$ cat config.mk
export PLATFORM = sky130hd
export DESIGN_NAME = alu
export DESIGN_NICKNAME = d
export VERILOG_FILES = /design/src/rtl/alu.sv
export SDC_FILE = /design/constraint.sdc
export NUM_CORES = 1
export LEC_CHECK = 0
export ABC_AREA = 1
export CELL_PAD_IN_SITES_DETAIL_PLACEMENT = 1
export CELL_PAD_IN_SITES_GLOBAL_PLACEMENT = 1
export CORE_MARGIN = 1.5
export CORE_UTILIZATION = 40
export CTS_CLUSTER_DIAMETER = 30
export DETAILED_ROUTE_END_ITERATION = 12
export DONT_BUFFER_PORTS = 1
export PLACE_DENSITY = 0.81
export SLEW_MARGIN = 30
export SYNTH_ARGS = -nofsm -noshare
export SYNTH_HDL_FRONTEND = slang
export SYNTH_SLANG_ARGS = --single-unit
$ cat constraint.sdc
create_clock -name CLK -period 37 [get_ports CLK]
set_input_delay 7.4 -clock CLK [delete_from_list [all_inputs] [get_ports CLK]]
set_output_delay 7.4 -clock CLK [all_outputs]
set_load 0.1 [all_outputs]
$ cat src/rtl/alu.sv
// alu: registered 16-function ALU with unsigned operands.
// The result appears one clock after the inputs are sampled.
// Optional macro ALU_FLAGS_EN adds a registered one-hot class flag output ALU_FLAGS.
//
// Output semantics: OUT_VALID is high for exactly the cycles in which ALU_OUT
// holds the result of an operation enabled at the previous rising edge. A low
// EN clears both ALU_OUT and OUT_VALID. There is no hold and no back-pressure.
module alu #(
    parameter int OPER_WIDTH = 8,
    parameter int OUT_WIDTH  = 16   // must equal 2*OPER_WIDTH so a full product fits
) (
    input  logic                  CLK,
    input  logic                  RST,
    input  logic [OPER_WIDTH-1:0] A,
    input  logic [OPER_WIDTH-1:0] B,
    input  logic [3:0]            ALU_FUN,
    input  logic                  EN,
    output logic [OUT_WIDTH-1:0]  ALU_OUT,
    output logic                  OUT_VALID
`ifdef ALU_FLAGS_EN
    ,
    output logic [3:0]            ALU_FLAGS
`endif
);

    localparam logic [3:0] FUN_ADD  = 4'b0000;
    localparam logic [3:0] FUN_SUB  = 4'b0001;
    localparam logic [3:0] FUN_MUL  = 4'b0010;
    localparam logic [3:0] FUN_DIV  = 4'b0011;
    localparam logic [3:0] FUN_AND  = 4'b0100;
    localparam logic [3:0] FUN_OR   = 4'b0101;
    localparam logic [3:0] FUN_NAND = 4'b0110;
    localparam logic [3:0] FUN_NOR  = 4'b0111;
    localparam logic [3:0] FUN_XOR  = 4'b1000;
    localparam logic [3:0] FUN_XNOR = 4'b1001;
    localparam logic [3:0] FUN_EQ   = 4'b1010;
    localparam logic [3:0] FUN_GT   = 4'b1011;
    localparam logic [3:0] FUN_LT   = 4'b1100;
    localparam logic [3:0] FUN_SHR  = 4'b1101;
    localparam logic [3:0] FUN_SHL  = 4'b1110;

    localparam int EXT_W = OUT_WIDTH - OPER_WIDTH;

    logic [OUT_WIDTH-1:0] a_ext;
    logic [OUT_WIDTH-1:0] b_ext;
    logic [OUT_WIDTH-1:0] result;

    logic [OUT_WIDTH-1:0] alu_out_d, alu_out_q;
    logic                 valid_d,   valid_q;

    // Both operands are zero-extended to the output width before any function.
    assign a_ext = {{EXT_W{1'b0}}, A};
    assign b_ext = {{EXT_W{1'b0}}, B};

    // Function decode; every code has a defined result, and NOP falls through to 0.
    always_comb begin
        result = '0;
        case (ALU_FUN)
            FUN_ADD:  result = a_ext + b_ext;
            FUN_SUB:  result = a_ext - b_ext;
            FUN_MUL:  result = a_ext * b_ext;
            FUN_DIV:  result = (B == '0) ? '0 : (a_ext / b_ext);
            FUN_AND:  result = a_ext & b_ext;
            FUN_OR:   result = a_ext | b_ext;
            FUN_NAND: result = ~(a_ext & b_ext);
            FUN_NOR:  result = ~(a_ext | b_ext);
            FUN_XOR:  result = a_ext ^ b_ext;
            FUN_XNOR: result = ~(a_ext ^ b_ext);
            FUN_EQ:   result = (A == B) ? OUT_WIDTH'(1) : '0;
            FUN_GT:   result = (A >  B) ? OUT_WIDTH'(2) : '0;
            FUN_LT:   result = (A <  B) ? OUT_WIDTH'(3) : '0;
            FUN_SHR:  result = a_ext >> 1;
            FUN_SHL:  result = a_ext << 1;
            default:  result = '0;
        endcase
    end

    // Next-state: load when enabled, otherwise clear (no hold).
    always_comb begin
        alu_out_d = '0;
        valid_d   = 1'b0;
        if (EN) begin
            alu_out_d = result;
            valid_d   = 1'b1;
        end
    end

    // Output registers with synchronous active-low reset taking priority over EN.
    always_ff @(posedge CLK) begin
        if (!RST) begin
            alu_out_q <= '0;
            valid_q   <= 1'b0;
        end else begin
            alu_out_q <= alu_out_d;
            valid_q   <= valid_d;
        end
    end

    assign ALU_OUT   = alu_out_q;
    assign OUT_VALID = valid_q;

`ifdef ALU_FLAGS_EN
    logic [3:0] flags_d, flags_q;

    // Class decode, one-hot {SHIFT, CMP, LOGIC, ARITH}; NOP and disabled cycles give 0.
    always_comb begin
        flags_d = 4'b0000;
        if (EN) begin
            if (ALU_FUN <= FUN_DIV)       flags_d = 4'b0001;
            else if (ALU_FUN <= FUN_XNOR) flags_d = 4'b0010;
            else if (ALU_FUN <= FUN_LT)   flags_d = 4'b0100;
            else if (ALU_FUN <= FUN_SHL)  flags_d = 4'b1000;
            else                          flags_d = 4'b0000;
        end
    end

    // Flag register, updated alongside the result register.
    always_ff @(posedge CLK) begin
        if (!RST) flags_q <= 4'b0000;
        else      flags_q <= flags_d;
    end

    assign ALU_FLAGS = flags_q;
`endif

endmodule

==> impl_results.html <==
<table>
<tr><th>Metric</th><th>Value</th></tr>
<tr><th colspan="2">Run status</th></tr>
<tr><td>Status</td><td>completed</td></tr>
<tr><th colspan="2">CTS</th></tr>
<tr><td>Library cell used as clock root buffer</td><td>clkbuf_16</td></tr>
<tr><td>TritonCTS buffer count</td><td>3</td></tr>
<tr><td>CTS H-tree lvls</td><td>1</td></tr>
<tr><td>Number of hold buffers added after CTS</td><td>0</td></tr>
<tr><td>Clock-pin slew on the worst setup and hold paths</td><td>0.07 ns</td></tr>
<tr><td>Maximum count of clock buffers along a single path</td><td>2</td></tr>
<tr><td>Num Clock Sinks</td><td>17</td></tr>
<tr><td>TritonCTS clock tree</td><td>done</td></tr>
<tr><th colspan="2">Route</th></tr>
<tr><td>Count of TritonRoute iterations in the first routing pass</td><td>5</td></tr>
<tr><td>Total routed wirelength</td><td>30,140 microns</td></tr>
<tr><td>Via count</td><td>9,870</td></tr>
<tr><td>WL per Instance</td><td>16.40 microns</td></tr>
<tr><td>Remaining routing DRC violations</td><td>0</td></tr>
<tr><td>Iter 0 DRT Violations</td><td>375</td></tr>
<tr><td>Number of nets still failing antenna checks after routing</td><td>0</td></tr>
<tr><td>Via-to-Cell Ratio</td><td>5.370</td></tr>
<tr><th colspan="2">Synth</th></tr>
<tr><td>Cell count after synthesis</td><td>1,508</td></tr>
<tr><td>Number of library cell types mapped by synthesis</td><td>56</td></tr>
<tr><td>Synthesized-area fraction occupied by xor and xnor cells</td><td>5.735%</td></tr>
<tr><td>Sequential area share after synthesis</td><td>3.594%</td></tr>
<tr><td>Complex-gate fraction of the synthesized area</td><td>16.21%</td></tr>
<tr><td>Primary FF master, synth</td><td>dfxtp_1</td></tr>
<tr><td>Count of warnings emitted by yosys</td><td>0</td></tr>
<tr><td>EDFF count, synth</td><td>0</td></tr>
<tr><td>Largest family of logic cells by synthesized area</td><td>simple AND/OR/NAND/NOR gates</td></tr>
<tr><td>Synth Area per Inst</td><td>6.279 sq um</td></tr>
<tr><td>Fraction of synthesis flops using an asynchronous set or reset pin</td><td>0%</td></tr>
<tr><td>Adder and majority gate portion of the synthesized area</td><td>29.44%</td></tr>
<tr><td>Share of synthesized area spent on multiplexers</td><td>0%</td></tr>
<tr><td>Post-synthesis simple-gate area fraction</td><td>32.23%</td></tr>
<tr><td>Number of flip-flops and latches in the synthesized netlist</td><td>17</td></tr>
<tr><td>Cell area after synthesis</td><td>9469 sq um</td></tr>
<tr><th colspan="2">Timing</th></tr>
<tr><td>Finish-stage setup viols</td><td>0</td></tr>
<tr><td>Time the final worst path needs with I/O delays and setup</td><td>34.24 ns</td></tr>
<tr><td>Final sum of negative setup slack</td><td>0 ns</td></tr>
<tr><td>Hold WS</td><td>7.431 ns</td></tr>
<tr><td>Count of endpoints failing hold in the final timing report</td><td>0</td></tr>
<tr><td>Relative slew slack</td><td>36.68%</td></tr>
<tr><td>Max Fclk</td><td>29.21 MHz</td></tr>
<tr><td>Count of pins over their slew limit</td><td>0</td></tr>
<tr><td>Part of the cycle the worst path needs</td><td>92.54%</td></tr>
<tr><td>Worst Max-Slew Pin Slew</td><td>0.9259 ns</td></tr>
<tr><th colspan="2">Flow run</th></tr>
<tr><td>Max-cap violations</td><td>0</td></tr>
<tr><th colspan="2">Global routing</th></tr>
<tr><td>Wire length of the first global-routing pass</td><td>49,690 microns</td></tr>
<tr><td>Vias in the first global route</td><td>10.19k</td></tr>
<tr><td>Global Route Usage Sum</td><td>25.06%</td></tr>
<tr><td>Largest net degree at the start of global routing</td><td>19</td></tr>
<tr><td>Grt total ovfl</td><td>0</td></tr>
<tr><td>Initial antenna violation count</td><td>0</td></tr>
<tr><th colspan="2">Critical path</th></tr>
<tr><td>Crit-path max cell delay</td><td>0.35 ns</td></tr>
<tr><td>Critical Path Most Common Cell</td><td>nand2_1</td></tr>
<tr><td>Critical Path End Type</td><td>flop</td></tr>
<tr><td>Required time at the endpoint of the critical path</td><td>37.12 ns</td></tr>
<tr><td>Crit path DAT</td><td>34.36 ns</td></tr>
<tr><td>Worst setup path class</td><td>in -&gt; reg</td></tr>
<tr><td>Slowest stage cell on the critical path</td><td>o31ai_1</td></tr>
<tr><td>Kind of start point of the critical path</td><td>input pin</td></tr>
<tr><td>CP Launch Point</td><td>B[2]</td></tr>
<tr><td>Crit Path Max Fanout</td><td>17</td></tr>
<tr><th colspan="2">Floorplanning</th></tr>
<tr><td>Initial core utilization</td><td>40.58%</td></tr>
<tr><td>Area of the die</td><td>24,610 sq um</td></tr>
<tr><td>Core footprint</td><td>23,330 sq um</td></tr>
<tr><td>Die Ht</td><td>156.9 microns</td></tr>
<tr><td>Width of the chip</td><td>156.9 microns</td></tr>
<tr><td>Number of placed I/O pins</td><td>40</td></tr>
<tr><td># rows</td><td>56</td></tr>
<tr><th colspan="2">Finish</th></tr>
<tr><td>Ant. Diodes</td><td>0</td></tr>
<tr><td>Nets</td><td>1,743</td></tr>
<tr><td>Post-synthesis to final-layout area growth</td><td>6.885%</td></tr>
<tr><td>Share of layout cells above drive strength 1</td><td>9.151%</td></tr>
<tr><th colspan="2">Placed design</th></tr>
<tr><td>Buffers added on ports</td><td>0</td></tr>
<tr><td>Placer Congestion</td><td>0.9170</td></tr>
<tr><td>Hpwl dp</td><td>24,820 microns</td></tr>
<tr><th colspan="2">Min path</th></tr>
<tr><td>Worst min path class</td><td>in -&gt; reg</td></tr>
<tr><td>Startpoint of the most critical hold path</td><td>A[7]</td></tr>
</table>
## routing by layer
layer  up-vias  global-route usage, %  share of wire (%)
met5         -                      0                  0
met4         0                  4.172                1.7
met3        40                  2.769                4.8
met2       205                  46.27                 50
met1      4745                  31.46                 44
li1       4880                      -                  -
## sequential cells by signal, summed over array words and instances, names as in the netlist
name / count
ALU_OUT: 16
OUT_VALID: 1
## cell type report
type | count | area, sq um
multi-input cells | 1189 | 8001
clock inverters | 1 | 7.507
flip-flops and latches | 17 | 341.6
inverters | 278 | 1062
clock buffers | 3 | 75.07
repair buffers | 30 | 229.0
well taps | 319 | 399.1
repair inverters | 1 | 5.005
fillers | 3206 | 13210
## Yosys cell counts (4+ instances only)
cell type / count / area [sq um]
a221oi_1: 5 / 43.79
fa_1: 38 / 760.7
o21ai_1: 9 / 45.04
nand2_2: 14 / 87.58
nor4_1: 4 / 25.02
nor3_1: 18 / 90.09
or2_1: 7 / 43.79
o21bai_1: 14 / 105.1
dfxtp_1: 17 / 340.3
or2_2: 8 / 50.05
ha_1: 162 / 2027
buf_4: 4 / 30.03
inv_2: 19 / 71.32
a21o_1: 19 / 142.6
nand3_1: 72 / 360.4
nor2_1: 115 / 431.7
xnor2_1: 33 / 289.0
a2111oi_0: 5 / 43.79
o22ai_1: 15 / 93.84
a21oi_1: 63 / 315.3
nand3_2: 15 / 150.1
nor2_4: 6 / 67.56
nand2_1: 361 / 1355
a211oi_1: 5 / 37.54
o21a_1: 4 / 30.03
clkbuf_1: 11 / 41.29
buf_2: 14 / 70.07
nand4_1: 15 / 93.84
xor2_1: 29 / 254.0
o31ai_1: 7 / 52.55
inv_1: 254 / 953.4
nand2_4: 6 / 67.56
o2111ai_1: 5 / 43.79
clkinv_1: 5 / 18.77
o21ai_0: 84 / 420.4
nor2_2: 12 / 75.07
## path summary, 6_finish.rpt
| kind | to | depth (start not counted) | slack, ns |
|---|---|---|---|
| max | ALU_OUT[0] | 196 | 2.76 |
| min | ALU_OUT[8] | 4 | 7.43 |
## metrics by stage
step | cell area, sq um | util [%] | setup slack [ns] | cells
6_report | 10120 | 43.38 | 2.760 | 1838
5_1_grt | 10120 | 43.38 | -0.09178 | 1838
4_1_cts | 9864 | 42.28 | 0.8617 | 1813
3_5_place_dp | 9782 | 41.92 | 0.6344 | 1809
3_3_place_gp | 9781 | 41.92 | 1.960 | 1809
2_1_floorplan | 9495 | - | 4.369 | 1515
## cell families (layout without fill, tap and decap cells)
logic type / after synthesis / after routing
DFF: 17 / 17
AOI/OAI and AO/OA: 253 / 253
buffers and inverters: 309 / 313
adders and majority gates: 200 / 200
and+or+nand+nor: 666 / 666
other: 1 / 8
xor gates and xnor gates: 62 / 62
## critical path: cells and delay by family
kind	cells	cell delay [ns]
xor+xnor	1	0.17
fa+ha+maj	15	4.50
buf+inv	29	2.91
compound gates	59	9.42
simple gates	92	9.85
## timing repair
action	CTS	global route
setup buffers	0	24
setup endpoints to repair	0	2
gates resized for setup	0	22
## cell usage in the layout, fill, tap and decap left out, types with 14 or more instances in the layout
master | netlist | layout
fa_1 | 38 | 38
nor2_1 | 115 | 113
xnor2_1 | 33 | 33
nand3_1 | 72 | 71
dfxtp_1 | 17 | 16
a21o_1 | 19 | 19
buf_4 | 4 | 29
o22ai_1 | 15 | 15
nand4_1 | 15 | 15
nand3_2 | 15 | 15
nor3_1 | 18 | 17
ha_1 | 162 | 162
inv_2 | 19 | 19
nand2_2 | 14 | 14
nand2_1 | 361 | 361
o21bai_1 | 14 | 14
o21ai_0 | 84 | 79
a21oi_1 | 63 | 62
xor2_1 | 29 | 29
inv_1 | 254 | 250
Power is left out: the tool's default activity adds up to more than one toggle a clock period on the data nets, which glitch-free logic cannot reach.
